**src/rtl/branch_resolve.sv**
```systemverilog
// Branch resolution stage: captures a branch request, evaluates its condition
// against one-hot compare flags, and hands off taken/target with a valid/ready handshake.
module branch_resolve #(
  parameter logic [15:0] PC_STEP = 16'd1,
  parameter int          CNT_W   = 16
) (
  input  logic             clk,
  input  logic             rst_n,
  input  logic             valid_in,
  output logic             ready_in,
  input  logic [15:0]      pc,
  input  logic [15:0]      offset,
  input  logic [2:0]       cond,
  input  logic             lt,
  input  logic             gt,
  input  logic             eq,
  output logic             valid_out,
  input  logic             ready_out,
  output logic             taken,
  output logic [15:0]      target,
  output logic             flush,
  output logic             err,
  input  logic             clr_cnt,
  output logic [CNT_W-1:0] taken_cnt
);

  typedef enum logic [1:0] {
    IDLE = 2'd0,
    EVAL = 2'd1,
    OUT  = 2'd2
  } state_e;

  typedef enum logic [2:0] {
    C_EQ     = 3'd0,
    C_NE     = 3'd1,
    C_LT     = 3'd2,
    C_GT     = 3'd3,
    C_LE     = 3'd4,
    C_GE     = 3'd5,
    C_ALWAYS = 3'd6,
    C_NEVER  = 3'd7
  } cond_e;

  state_e           state_q, state_d;

  logic [15:0]      pc_q, pc_d;
  logic [15:0]      offset_q, offset_d;
  logic [2:0]       cond_q, cond_d;
  logic [2:0]       flags_q, flags_d;   // {lt, gt, eq}

  logic             taken_q, taken_d;
  logic [15:0]      target_q, target_d;
  logic             err_q, err_d;
  logic [CNT_W-1:0] cnt_q, cnt_d;

  logic             flags_onehot;
  logic             cond_true;
  logic             handshake;

  // Condition truth table over the latched request.
  always_comb begin
    flags_onehot = (flags_q == 3'b100) || (flags_q == 3'b010) || (flags_q == 3'b001);
    cond_true    = 1'b0;
    case (cond_e'(cond_q))
      C_EQ:     cond_true = flags_q[0];
      C_NE:     cond_true = ~flags_q[0];
      C_LT:     cond_true = flags_q[2];
      C_GT:     cond_true = flags_q[1];
      C_LE:     cond_true = flags_q[2] | flags_q[0];
      C_GE:     cond_true = flags_q[1] | flags_q[0];
      C_ALWAYS: cond_true = 1'b1;
      C_NEVER:  cond_true = 1'b0;
      default:  cond_true = 1'b0;
    endcase
  end

  // Next-state, request capture and result registration.
  always_comb begin
    state_d  = state_q;
    pc_d     = pc_q;
    offset_d = offset_q;
    cond_d   = cond_q;
    flags_d  = flags_q;
    taken_d  = taken_q;
    target_d = target_q;
    err_d    = err_q;

    case (state_q)
      IDLE: begin
        if (valid_in) begin
          pc_d     = pc;
          offset_d = offset;
          cond_d   = cond;
          flags_d  = {lt, gt, eq};
          state_d  = EVAL;
        end
      end
      EVAL: begin
        err_d    = ~flags_onehot;
        taken_d  = flags_onehot & cond_true;
        target_d = (flags_onehot & cond_true) ? (pc_q + offset_q) : (pc_q + PC_STEP);
        state_d  = OUT;
      end
      OUT: begin
        if (ready_out) state_d = IDLE;
      end
      default: state_d = IDLE;
    endcase
  end

  assign handshake = (state_q == OUT) && ready_out;

  // Saturating taken counter; a clear wins over a coincident increment.
  always_comb begin
    cnt_d = cnt_q;
    if (clr_cnt) begin
      cnt_d = '0;
    end else if (handshake && taken_q && (cnt_q != {CNT_W{1'b1}})) begin
      cnt_d = cnt_q + CNT_W'(1);
    end
  end

  always_ff @(posedge clk) begin
    if (!rst_n) begin
      state_q  <= IDLE;
      taken_q  <= 1'b0;
      target_q <= '0;
      err_q    <= 1'b0;
      cnt_q    <= '0;
    end else begin
      state_q  <= state_d;
      taken_q  <= taken_d;
      target_q <= target_d;
      err_q    <= err_d;
      cnt_q    <= cnt_d;
    end
  end

  // NOTE: the captured request is only read after it has been loaded in IDLE,
  // so these datapath flops need no reset.
  always_ff @(posedge clk) begin
    pc_q     <= pc_d;
    offset_q <= offset_d;
    cond_q   <= cond_d;
    flags_q  <= flags_d;
  end

  assign ready_in  = (state_q == IDLE);
  assign valid_out = (state_q == OUT);
  assign taken     = taken_q;
  assign target    = target_q;
  assign flush     = (state_q == OUT) && taken_q;
  assign err       = err_q;
  assign taken_cnt = cnt_q;

endmodule
```
**config.mk**
```make
export PLATFORM = sky130hd
export DESIGN_NAME = branch_resolve
export DESIGN_NICKNAME = d
export VERILOG_FILES = /design/src/rtl/branch_resolve.sv
export SDC_FILE = /design/constraint.sdc
export NUM_CORES = 1
export LEC_CHECK = 0
export ABC_AREA = 0
export CELL_PAD_IN_SITES_DETAIL_PLACEMENT = 1
export CELL_PAD_IN_SITES_GLOBAL_PLACEMENT = 1
export CORE_MARGIN = 2
export CORE_UTILIZATION = 40
export CTS_BUF_LIST = sky130_fd_sc_hd__clkbuf_8
export DETAILED_ROUTE_END_ITERATION = 12
export PLACE_DENSITY_LB_ADDON = 0.08
export SLEW_MARGIN = 10
export SYNTH_ARGS = -nofsm -noshare
export SYNTH_HDL_FRONTEND = slang
export SYNTH_SLANG_ARGS = --single-unit
```
**constraint.sdc**
```tcl
create_clock -name clk -period 3.95 [get_ports clk]
set_input_delay 0.5925 -clock clk [delete_from_list [all_inputs] [get_ports clk]]
set_output_delay 0.5925 -clock clk [all_outputs]
set_load 0.01 [all_outputs]
```
==> results of run 1 <==
metal layers:
| layer | GRT usage (%) | wire (um) | share of wire [%] |
|---|---|---|---|
| met1 | 21.4 | 3520 | 42 |
| met2 | 31.9 | 4260 | 51 |
| met3 | 4.82 | 394 | 4.8 |
| met4 | 6.01 | 114 | 1.4 |
| met5 | 0 | 0 | 0 |
where the power goes:
part,switching [uW],internal [uW]
clock network,291,240
logic,138,136
registers,21.4,855
critical path, stage by stage (launching register included):
cell       delay (ps)
edfxtp_1          450
nor4b_2           190
a311oi_2          340
o32ai_4           150
or2b_1            170
ha_1              170
inv_1              60
fa_1              370
and2b_1           240
o2111ai_1         150
a21oi_1           250
o221ai_1          200
or3b_1            410
a41oi_1           180
area by class of cell:
type | instances | area share (%)
multi-input cells | 246 | 35.2
flip-flops and latches | 74 | 40.0
inverters | 9 | 0.726
clock buffers | 10 | 2.96
clock inverters | 6 | 0.726
repair buffers | 82 | 17.5
well taps | 108 | 2.90
cells in the final DEF, fill, tap and decap left out, types with 6 or more instances in the layout:
cell type        netlist  layout
ha_1                  16      16
inv_1                  9      10
edfxtp_1              38      38
nand3_1               13      13
o21ai_0               22      22
nor2_1                28      28
nand2_1               28      28
xor2_1                12      12
and2_1                17      16
dfxtp_1               36      36
a21boi_0               7       7
xnor2_1                8       8
clkdlybuf4s50_1        0      79
a21oi_1               17      17
and3_1                 6       6
clkbuf_8               0      10
worst paths after layout:
path,from,endpoint,slack (ps),depth (start not counted)
setup reg to reg,flags_q[2],target[12],540,13
hold / removal,target[2],target[2],470,2
hold reg to reg,target[2],target[2],470,2
setup / recovery,flags_q[2],target[12],540,13
cell families after synthesis:
group	count (synthesis)	synth area share (%)
adders and majority gates	17	6.15
buffers and inverters	20	2.31
muxes	1	0.279
DFF	74	52.0
and+or+nand+nor	133	19.9
xor gates and xnor gates	20	4.89
AOI/OAI and AO/OA	75	14.5
stage by stage:
step | power, uW | hold slack, ps
3_5_place_dp | 1170 | 462
5_1_grt | 1770 | 504
2_1_floorplan | 1050 | 485
6_report | 1680 | 465
4_1_cts | 1700 | 472
3_3_place_gp | 1160 | 448
state kept, by name, indices dropped and copies added (netlist names):
name	cells
cond_q	3
err	1
flags_q	3
offset_q	16
pc_q	16
state_q	2
taken	1
taken_cnt	16
target	16
==> results.txt, run 1 <==
fraction of registers with async set/reset = 0%
Max VDD drop = 0.170 mV
antenna violations before repair = 0
global-route wire length before repair = 14000 um
Reg area = 1860 um^2
largest net degree at the start of global routing = 39
Syn Area/Cell = 10.5 um^2
Reg clk slew, reported paths = 80 ps
count of cell types in the netlist = 54
Max Clock Skew = 9.45 ps
drt pass-1 iters = 4
fillers = 954
H-tree Lvls = 3
fin crit share = 86.2%
fmax = 0.294 GHz
core area = 8720 um^2
DP HPWL = 6110 um
Starting Density = 41.1%
Multi-input gate area = 1640 um^2
WP data required = 4230 ps
hold_buf cts = 0
post-route ant nets = 0
WL per Instance = 15.5 um
placed cell count = 519
Final Hold Fails = 0
worst min-delay path category = reg -> reg
top cells by count, synth = 38 x edfxtp_1, 36 x dfxtp_1, 28 x nand2_1, 28 x nor2_1, 22 x o21ai_0
vias per inst = 5.26
Worst Slack Setup Final = 544 ps
vias in the first global route = 2885
design area = 4650 um^2
Final GP Congestion = 0.872
fin. max-slew vios = 0
max_slew headroom = 39.3%
Yosys top cell by area = edfxtp_1
unrepaired setup endpoints after global routing = no
CTS root buf = clkbuf_8
Pleak = 0.00172 uW
# port buffers = 79
initial DRC count = 73
antenna fix cells = 0
die area = 9730 um^2
worst slew pin tran = 910 ps
setup_tns = 0 ps
DRC = 0
clk buf depth = 2
Post-Syn Area = 3580 um^2
Yosys Warn Count = 0
GRT Overall Usage = 18.1%
WP data arrival = 3680 ps
io pins = 80
Non-Filler Instances = 535
cells after synthesis = 340
row cnt = 34
CP Launch Type = flip-flop
Setup WS pre-CTS = 493 ps
EDFF count, synth = 38
Total Routed Length = 8290 um
max_cap viols = 0
P per Cell Area = 361 nW/um^2
main flop type after synthesis = edfxtp_1
Synth top area share = 31.9%
NumNets Final = 482
top post-synthesis cells by area = edfxtp_1 32%, dfxtp_1 20%, ha_1 5.6%
final core occ = 53.4%
critical path class = reg -> reg
Horiz. Die Dim = 98.6 um
Clock Sinks = 74
DIE HEIGHT = 98.6 um
Yosys reg bits = 74
area grow syn2layout = 29.9%
sequential area share after synthesis = 52.0%
CP max FO = 6
CTS resizes = 0
final setup fails = 0
CP Capture Type = flip-flop
GRT Residual Overflow = 0
run status = finished, final reports clean
CTS tree = built
clock latency on the worst-skew pair = 350 ps
Post-DP Area = 4480 um^2
crit path time final = 3410 ps
syn nets = 400
setup bufs post-CTS = 0
total CTS buffers = 9
share of cells above drive strength 1 = 6.79%
most frequent cell after synthesis = edfxtp_1
Vias = 2812
Power figures use the tool's default switching activity.
==> run 2: changes to the inputs <==
--- a/config.mk
+++ b/config.mk
@@ -8,10 +8,10 @@
 export ABC_AREA = 0
 export CELL_PAD_IN_SITES_DETAIL_PLACEMENT = 1
 export CELL_PAD_IN_SITES_GLOBAL_PLACEMENT = 1
-export CORE_MARGIN = 2
 export CORE_UTILIZATION = 40
 export CTS_BUF_LIST = sky130_fd_sc_hd__clkbuf_8
 export DETAILED_ROUTE_END_ITERATION = 12
+export GPL_ROUTABILITY_DRIVEN = 0
 export PLACE_DENSITY_LB_ADDON = 0.08
 export SLEW_MARGIN = 10
 export SYNTH_ARGS = -nofsm -noshare
==> run 2 against run 1 <==
Maximum frequency down 4.5%. Design area is 0.22% lower. First-iteration DRC count increased by 44%. Non-clock buffer count is 1 higher. Global-route usage rose by 0.76 points. Largest cell class unchanged. Worst hold slack improved by 5.5 ps. Via count rose by 0.89%. Critical endpoint is now target[14]. Count of clock-buffer cells in the layout shrank 1.
==> results.txt, run 2 (synthesis gave the netlist of run 1 again) <==
worst slew pin tran = 912 ps
WHS Path Cells = 2
share of cells above drive strength 1 = 6.54%
Vias = 2837
worst min-delay path category = reg -> reg
crit path time final = 3570 ps
antenna fix cells = 0
run status = finished, final reports clean
met2 wire length = 4170 um
CP Launch Type = flip-flop
Horiz. Die Dim = 96.6 um
area grow syn2layout = 29.7%
most frequent cells in the layout = 79 x clkdlybuf4s50_1, 38 x edfxtp_1, 36 x dfxtp_1, 28 x nor2_1, 28 x nand2_1
H-tree Lvls = 3
hold_buf cts = 0
WP data arrival = 3830 ps
R2R Path Start = flags_q[1]
reg2reg end = target[14]
Reg clk slew, reported paths = 80 ps
Worst Slack Setup Final = 383 ps
Pleak = 0.00173 uW
final setup fails = 0
highest routed layer = met4
max_slew headroom = 39.2%
r2r setup slk = 380 ps
vias in the first global route = 3013
CTS root buf = clkbuf_8
met1 WL = 3650 um
setup_tns = 0 ps
Max Clock Skew = 9.26 ps
CTS tree = built
fmax = 0.280 GHz
WP data required = 4210 ps
GRT Residual Overflow = 0
P per Cell Area = 355 nW/um^2
io pins = 80
critical path class = reg -> reg
most common cell after layout, fill and taps aside = clkdlybuf4s50_1
clock latency on the worst-skew pair = 350 ps
WL per Instance = 15.5 um
CP Capture Type = flip-flop
global-route wire length before repair = 14000 um
core area = 8680 um^2
CP max FO = 7
CTS resizes = 0
Final Hold Fails = 0
max_cap viols = 0
post-route ant nets = 0
Max VDD drop = 0.164 mV
Endpoint, Worst Hold = target[11]
hold_ws = 471 ps
fin crit share = 90.3%
Total Power = 1650 uW
largest net degree at the start of global routing = 39
Total Routed Length = 8330 um
unrepaired setup endpoints after global routing = no
# port buffers = 79
antenna violations before repair = 0
GRT Overall Usage = 18.8%
Clk pwr share = 30.2%
Clock Sinks = 74
hold wc startpoint = target[11]
total CTS buffers = 9
setup bufs post-CTS = 0
DP HPWL = 6170 um
drt pass-1 iters = 4
DRC = 0
Net Sw Power = 440 uW
Int Pwr = 1210 uW
final core occ = 53.5%
Setup WS pre-CTS = 450 ps
WL met3 = 350 um
NumNets Final = 483
DIE HEIGHT = 96.6 um
switching share of power = 26.7%
row cnt = 34
R2R depth = 13
Flop pwr share = 53.1%
vias per inst = 5.29
Starting Density = 41.3%
Logic pwr share = 16.6%
die area = 9340 um^2
clk buf depth = 2
initial DRC count = 105
fin. max-slew vios = 0
## run 2: how the worst max path moves through the flow
stage	from	end	slack (ps)	cells past startpoint
floorplan	flags_q[1]	target[12]	640	13
global placement	flags_q[2]	target[12]	640	13
detailed placement	flags_q[1]	target[14]	450	13
CTS	flags_q[1]	target[14]	350	13
global route	flags_q[2]	target[12]	170	13
finish	flags_q[1]	target[14]	380	13
## run 2: critical path, stage by stage, from the launching register on
cell and delay [ps]:
edfxtp_1 520, nor4b_2 370, a311oi_2 100, o32ai_4 340, or2b_1 260, ha_1 210
inv_1 90, fa_1 180, and2b_1 200, o2111ai_1 270, a21oi_1 150, o221ai_1 350
o21ai_0 180, a211oi_1 260
## run 2: layer usage
| metal | global-route usage, % | vias up |
|---|---|---|
| met3 | 4.70 | 13 |
| met5 | 0 | - |
| li1 | - | 1402 |
| met1 | 21.7 | 1372 |
| met4 | 8.61 | 0 |
| met2 | 32.7 | 50 |
## run 2: final cells by class
cell class | count | area (um^2)
flip-flops and latches | 74 | 1860
repair buffers | 83 | 821
fillers | 977 | 4030
well taps | 108 | 135
inverters | 9 | 33.8
clock buffers | 9 | 124
multi-input cells | 246 | 1640
clock inverters | 7 | 31.3
## run 2: power by group through the flow
stage | Combinational [uW] | Clock, uW | Sequential (uW)
2_1_floorplan | 155 | 0 | 894
3_3_place_gp | 269 | 0 | 892
3_5_place_dp | 276 | 0 | 894
4_1_cts | 278 | 512 | 877
5_1_grt | 304 | 544 | 880
6_report | 274 | 498 | 875
## run 2: through the flow
step / area [um^2] / instances
after floorplan: 3580 / 340
after global placement: 4490 / 520
after detailed placement: 4490 / 520
after CTS: 4640 / 536
after global routing: 4640 / 536
final: 4640 / 536
